<file path="config.mk">
export PLATFORM = sky130hd
export DESIGN_NAME = branch_predictor
export DESIGN_NICKNAME = d
export VERILOG_FILES = /design/src/rtl/branch_predictor.sv
export SDC_FILE = /design/constraint.sdc
export NUM_CORES = 2
export LEC_CHECK = 0
export ABC_CLOCK_PERIOD_IN_PS = 10430
export BUFFER_PORTS_ARGS = -buffer_cell sky130_fd_sc_hd__buf_2
export CORE_MARGIN = 10
export CORE_UTILIZATION = 23
export DETAILED_ROUTE_END_ITERATION = 8
export GPL_TIMING_DRIVEN = 0
export PLACE_DENSITY = 0.34
export RECOVER_POWER = 25
export SYNTH_ARGS = -nofsm -noshare
export SYNTH_HDL_FRONTEND = slang
export SYNTH_SLANG_ARGS = --single-unit
</file>
<file path="constraint.sdc">
create_clock -name clk_i -period 10.43 [get_ports clk_i]
set_input_delay 3.129 -clock clk_i [delete_from_list [all_inputs] [get_ports clk_i]]
set_output_delay 3.129 -clock clk_i [all_outputs]
set_load 0.03 [all_outputs]
</file>
<file path="src/rtl/branch_predictor.sv">
// Next-PC generator: direct-mapped BTB with 2-bit saturating counters,
// trained by branches resolved in EX, with misprediction detection and redirect.
module branch_predictor #(
    parameter int ENTRIES = 16,
    parameter int IDX_W   = $clog2(ENTRIES)
) (
    input  logic        clk_i,
    input  logic        rst_n_i,
    input  logic        start_i,
    input  logic [31:0] pc_i,
    output logic [31:0] pc_next_o,
    output logic        pred_taken_o,
    output logic [31:0] pred_target_o,
    input  logic        upd_valid_i,
    input  logic [31:0] upd_pc_i,
    input  logic        upd_taken_i,
    input  logic [31:0] upd_target_i,
    input  logic        upd_pred_taken_i,
    input  logic [31:0] upd_pred_target_i,
    output logic        mispredict_o,
    output logic [31:0] redirect_pc_o,
    output logic [15:0] mispred_cnt_o
);
    localparam int TAG_W = 30 - IDX_W;

    logic             r_valid  [ENTRIES];
    logic [TAG_W-1:0] r_tag    [ENTRIES];
    logic [31:0]      r_target [ENTRIES];
    logic [1:0]       r_ctr    [ENTRIES];
    logic [15:0]      r_mis_cnt;

    logic [IDX_W-1:0] w_idx;
    logic [TAG_W-1:0] w_tag;
    logic             w_hit;
    logic [31:0]      w_pc_plus4;

    logic [IDX_W-1:0] w_upd_idx;
    logic [TAG_W-1:0] w_upd_tag;
    logic             w_upd_hit;
    logic             w_upd_act;
    logic [31:0]      w_upd_plus4;
    logic [31:0]      w_actual;
    logic [31:0]      w_predicted;

    // Fetch-side lookup: always reads the table contents from before this cycle's update
    assign w_idx         = pc_i[IDX_W+1:2];
    assign w_tag         = pc_i[31:IDX_W+2];
    assign w_pc_plus4    = pc_i + 32'd4;
    assign w_hit         = r_valid[w_idx] && (r_tag[w_idx] == w_tag);
    assign pred_taken_o  = w_hit && r_ctr[w_idx][1] && start_i && rst_n_i;
    assign pred_target_o = w_hit ? r_target[w_idx] : w_pc_plus4;

    assign w_upd_idx     = upd_pc_i[IDX_W+1:2];
    assign w_upd_tag     = upd_pc_i[31:IDX_W+2];
    assign w_upd_hit     = r_valid[w_upd_idx] && (r_tag[w_upd_idx] == w_upd_tag);
    assign w_upd_act     = upd_valid_i && start_i && rst_n_i;
    assign w_upd_plus4   = upd_pc_i + 32'd4;
    assign w_actual      = upd_taken_i      ? upd_target_i      : w_upd_plus4;
    assign w_predicted   = upd_pred_taken_i ? upd_pred_target_i : w_upd_plus4;

    assign mispredict_o  = w_upd_act && (w_actual != w_predicted);
    assign redirect_pc_o = w_upd_act ? w_actual : w_upd_plus4;
    assign pc_next_o     = mispredict_o ? redirect_pc_o :
                           pred_taken_o ? pred_target_o : w_pc_plus4;
    assign mispred_cnt_o = r_mis_cnt;

    // BTB training from resolved branches; not-taken misses leave the table alone
    always_ff @(posedge clk_i or negedge rst_n_i) begin
        if (!rst_n_i) begin
            for (int i = 0; i < ENTRIES; i++) begin
                r_valid[i]  <= 1'b0;
                r_tag[i]    <= '0;
                r_target[i] <= 32'd0;
                r_ctr[i]    <= 2'b01;
            end
        end else if (w_upd_act) begin
            if (w_upd_hit) begin
                if (upd_taken_i) begin
                    r_target[w_upd_idx] <= upd_target_i;
                    if (r_ctr[w_upd_idx] != 2'b11) begin
                        r_ctr[w_upd_idx] <= r_ctr[w_upd_idx] + 2'b01;
                    end
                end else if (r_ctr[w_upd_idx] != 2'b00) begin
                    r_ctr[w_upd_idx] <= r_ctr[w_upd_idx] - 2'b01;
                end
            end else if (upd_taken_i) begin
                r_valid[w_upd_idx]  <= 1'b1;
                r_tag[w_upd_idx]    <= w_upd_tag;
                r_target[w_upd_idx] <= upd_target_i;
                r_ctr[w_upd_idx]    <= 2'b10;
            end
        end
    end

    // Saturating misprediction counter
    always_ff @(posedge clk_i or negedge rst_n_i) begin
        if (!rst_n_i) begin
            r_mis_cnt <= 16'd0;
        end else if (mispredict_o && (r_mis_cnt != 16'hFFFF)) begin
            r_mis_cnt <= r_mis_cnt + 16'd1;
        end
    end

endmodule
</file>
### Yosys cells after proc, flatten, opt, wreduce, memory -nomap -nowiden

Cells that the tools add are included.

* register bits: 992
* input port bits: 134
* output and inout port bits: 114
* logic and storage cells: 146

* add/subtract/negate cells: 5
* magnitude comparators: 3
* equal/unequal tests: 6
* mux-type cells: 44
* bitwise gates (word level): 7
* reduce and logical (&&, ||, !) cells: 16

Operators by type and width (count)
* bitwise mux 512 bit: 1
* 2-to-1 mux 32 bit: 14
* bitwise mux 416 bit: 1
* binary-select mux 26 bit (select 4 bit): 2
* 2-to-1 mux 26 bit: 5
* binary-select mux 32 bit (select 4 bit): 1
* demux 32 bit (select 4 bit): 1
* demux 26 bit (select 4 bit): 1
* adder 32 x 3 -> 32 bit, second input constant: 2
* bitwise mux 32 bit: 2
* equality test 26 bit: 2
* inequality test 32 bit: 1
* OR 16 bit: 2
* adder 16 x 1 -> 16 bit, second input constant: 1
* bitwise AND 16 bit: 1
* binary-select mux 2 bit (select 4 bit): 2
* inequality test 16 bit, second input constant: 1
* inverter 16 bit: 1
* >= comparator 5 bit, second input constant: 2
* logical AND 1 bit: 10
* 2-to-1 mux 2 bit: 5
* inverter 4 -> 5 bit: 2
* binary-select mux 1 bit (select 4 bit): 2
* demux 2 bit (select 4 bit): 1
* other kinds (12): 18

### Logic depth before layout (Yosys ltp)

* word-level depth: 11
* mapped depth: 19
* gate-level depth less buffers: 13

### Least setup slack after synthesis

Ideal clock, no wire load.

* path kind: input to output
* start: input pc_i[3]
* end: output pc_next_o[21]
* arrival time: 7.130 ns
* required time: 7.301 ns
* setup slack: 0.171 ns
* stages on the path: 14
* path buffers: 6
* cells stage by stage: buf_2 > buf_2 > clkbuf_1 > clkbuf_1 > mux4_2 > mux4_2 > xor2_1 > nor4_1 > nand4_2 > or2_1 > buf_2 > buf_2 > mux2i_1 > o21ai_0

* word-level cells in the longest chain between the ends: 11
* elaborated cells between the ends (all ways): 22
* those cells by class: add/sub: 1; eq/ne: 1; mux: 15; bitwise: 1; reduce/logical: 4

Ends and longest elaborated chain
* start: declaration: line 10 `input logic [31:0] pc_i,`
* inverter 4 -> 5 bit (implied by the code): line 49, 50, 51
* binary-select mux 26 bit (select 4 bit): line 49 `assign w_hit = r_valid[w_idx] && (r_tag[w_idx] == w_tag);`
* 2-to-1 mux 26 bit (implied by the code) (2 in series): line 49
* equality test 26 bit: line 49
* logical AND 1 bit: line 49
* logical AND 1 bit (3 in series): line 50 `assign pred_taken_o = w_hit && r_ctr[w_idx][1] && start_i && rst_n_i;`
* 2-to-1 mux 32 bit (*): line 64 `pred_taken_o ? pred_target_o : w_pc_plus4;`
* 2-to-1 mux 32 bit (*): line 63 `assign pc_next_o = mispredict_o ? redirect_pc_o :`
* end: declaration: line 11 `output logic [31:0] pc_next_o,`

Every way passes the cells marked *; elsewhere a longest branch is shown, timed or not. The select of a mux whose other input is x is not followed.

### Final worst setup path

* start: input pc_i[3]
* end: output pc_next_o[16]

The elaborated chain is that of the path after synthesis.

==> results.toml <==
[status]
failed_checks = "capacitance limit, slew limit, setup timing"
result_of_the_run = "finished with violations"

[timing]
period_share_pct = 101
timing.final.ws_setup_ps = -138
setup_tns_ps = -2510
timing_max_transition_violations_final = 258
clock_skew_ps = 29.0
rsz0062_at_grt = "true"
final_number_of_hold_violating_endpoints = 0
setup_viol_count_final = 33
timing.max_slew.rel_slack_pct = -346
fin_crit_ps = 10570
tightestPinTransition_ps = 6680
max_freq_ghz = 0.0946

[worst_setup_path]
worstSetupEndpoint = "pc_next_o[16]"
reg2reg_setup_slack_ps = 4200
cp_data_required_time_ps = 7300
critPathLaunchType = "primary input"
rr_worst_depth = 12
crit_arrival_ps = 7440
criticalPathCategory = "in -> out"
r2r_start = "r_tag[17]"
element_type_at_the_critical_path_end = "output port"
critical_path.max_fanout = 11
worst_r2r_endpoint = "r_tag[61]"
critPathLaunch = "pc_i[3]"

[flow_run]
maxCapViolCount = 4

[floorplan]
fp.dieH_microns = 501
placeable_core_region_sq_um = 230000
fp.dieW_microns = 501
fp.dieArea_sq_um = 251000
rows = 176
pin_count = 248
floorplan.initialDensity_pct = 23.1

[synth]
ys_seq_elements = 992
synth_warnings = 0
synth-async-reset-ratio_pct = 100
ys_types = 72
synth.net_count = 3931
yosysMostFrequentCell = "mux2_2"
netlist.top_cell.by_area = "dfrtp_1"
synth_area_per_cell_sq_um = 14.1
synth_common_cells = "mux2_2, dfrtp_1, mux4_2"
top_area_cells_in_the_synthesized_netlist = "dfrtp_1, mux2_2, mux4_2"
netlist_area_sq_um = 53300
netlist_instances = 3789
yosys_most_used_dff = "dfrtp_1"
synth-edff-count = 0
synth-seq-area-share_pct = 46.7
netlist.area_leader.share_pct = 45.9

[pwr]
power.ir.vdd_worst_mv = 0.163
power_leakage_nw = 28.8
cellPowerDensity_nw_per_um2 = 162
power.total_mw = 10.6

[layout]
post_route_cells_drive_above_1_share_pct = 50.5
finish.instance_area_sq_um = 65300
final_util_pct = 28.4
synthToLayoutAreaGrowth_pct = 22.5
final.fill_count = 23406
register_area_sq_um = 24800
area_of_the_multi_input_gates_sq_um = 27700
design.final.nets = 4360

[route]
detail_route.vias_per_cell = 5.06
postRouteAntennaNets = 0
vias_after_detailed_routing = 37229
drt_pass1_iterations = 5
total_wirelength_microns = 263000
detail_route.drc_violations = 0
avgRoutedWirePerCell_microns = 35.7
drt-initial-drc-count = 3066

[global_routing]
grt_overflow_total = 0
first_global_vias = 38232
groute.usage.overall_pct = 20.5
grt_start_max_net_pins = 150
antenna_violations_before_repair = 53
grt_first_pass_wirelength_microns = 354000

[clock_tree]
number_of_sinks_handled_by_clock_tree_synthesis = 992
cts_buffer_count = 130
clk_pin_slew_worst_paths_ps = 60
root_buffer_master = "clkbuf_16"
clock_tree.buffer_depth = 3
cts_tree = "done"
insertion_delay_ps = 810
maximum_level_of_the_cts_h_tree = 4

[place]
post-dp-hpwl_microns = 196000
gp_congestion = 0.904
detailed_place.area_sq_um = 58800
count_of_buffers_inserted_at_the_top_level_ports = 220
detailedPlace.worstSlack_ps = -3850

[worst_hold_path]
worstHoldPathType = "reg -> reg"
## timing repair
action / in CTS / in global routing
setup endpoints to repair: 86 / 57
resized for setup: 394 / 97
hold buffers: 0 / 0
pin swaps: 21 / 14
gates cloned: 5 / 2
buffers inserted: 28 / 22
## sequential cells by signal, indices dropped and copies added (netlist names)
| name | flops |
|---|---|
| mispred_cnt_o | 16 |
| r_ctr | 32 |
| r_tag | 416 |
| r_target | 512 |
| r_valid | 16 |
## through the flow
| stage | instances | hold WS, ps |
|---|---|---|
| 2_1_floorplan | 3789 | 445 |
| 3_3_place_gp | 7035 | 458 |
| 3_5_place_dp | 7064 | 469 |
| 4_1_cts | 7316 | 481 |
| 5_1_grt | 7351 | 502 |
| 6_report | 7355 | 473 |
## metal layers
metal  part of all wire (%)  wire (microns)  vias up  global-route usage (%)
li1                       -               -    15169                       -
met5                  0.076             199        -                       0
met2                     46          120000     1189                    32.2
met1                     46          120000    20482                    28.4
met3                    4.7           12200      359                    3.29
met4                    4.0           10600       30                    7.36
## critical path: stages
cell and delay [ps]:
buf_2 160, buf_8 180, buf_12 180, clkbuf_16 200, buf_12 170, mux4_2 330, mux4_2 530, xnor2_2 140
nand4_1 360, nor4_4 260, buf_4 200, nand4_4 130, or2_4 410, buf_16 210, mux2_4 300, mux2_4 310
buf_6 150
## cell usage in the layout (no fill, tap or decap), types with 81 or more instances in the layout
cell type,count
buf_2,214
clkbuf_1,235
clkbuf_16,134
dfrtp_1,976
mux2_2,963
mux2i_1,81
mux4_2,398
nand2_1,118
nor2_1,81
o21ai_0,81
xnor2_1,96
## cell type report
cell class	count	area share, %
antenna	16	0.0614
clock inverter	39	0.579
buffer	354	3.37
timing repair buffer	306	3.78
multi-input combinational	2407	42.4
tap	3026	5.80
sequential	992	38.1
clock buffer	188	5.78
inverter	27	0.167
## how the worst min path moves through the flow
stage | cells after the start | startpoint | endpoint
2_1_floorplan | 2 | r_target[294] | r_target[294]
3_3_place_gp | 2 | r_target[295] | r_target[295]
3_5_place_dp | 2 | r_target[295] | r_target[295]
4_1_cts | 2 | r_target[297] | r_target[297]
5_1_grt | 2 | r_target[297] | r_target[297]
6_report | 2 | r_target[439] | r_target[439]
## cells by family (layout without fill, tap and decap cells)
logic type,Yosys count,after routing,share of synthesized area (%)
mux,1485,1485,39.6
flops,992,992,46.7
simple gates,464,464,4.34
buf+inv,391,914,2.97
compound gates,258,259,3.07
xor+xnor,191,191,3.17
fa+ha+maj,8,8,0.188
other cells,0,16,0
## where the power goes
part	internal, mW	total [mW]	switching, mW
clock	2.59	4.47	1.88
sequential	4.17	4.38	0.207
combinational	0.755	1.73	0.977
No activity file was read; power rests on OpenSTA's default activity.
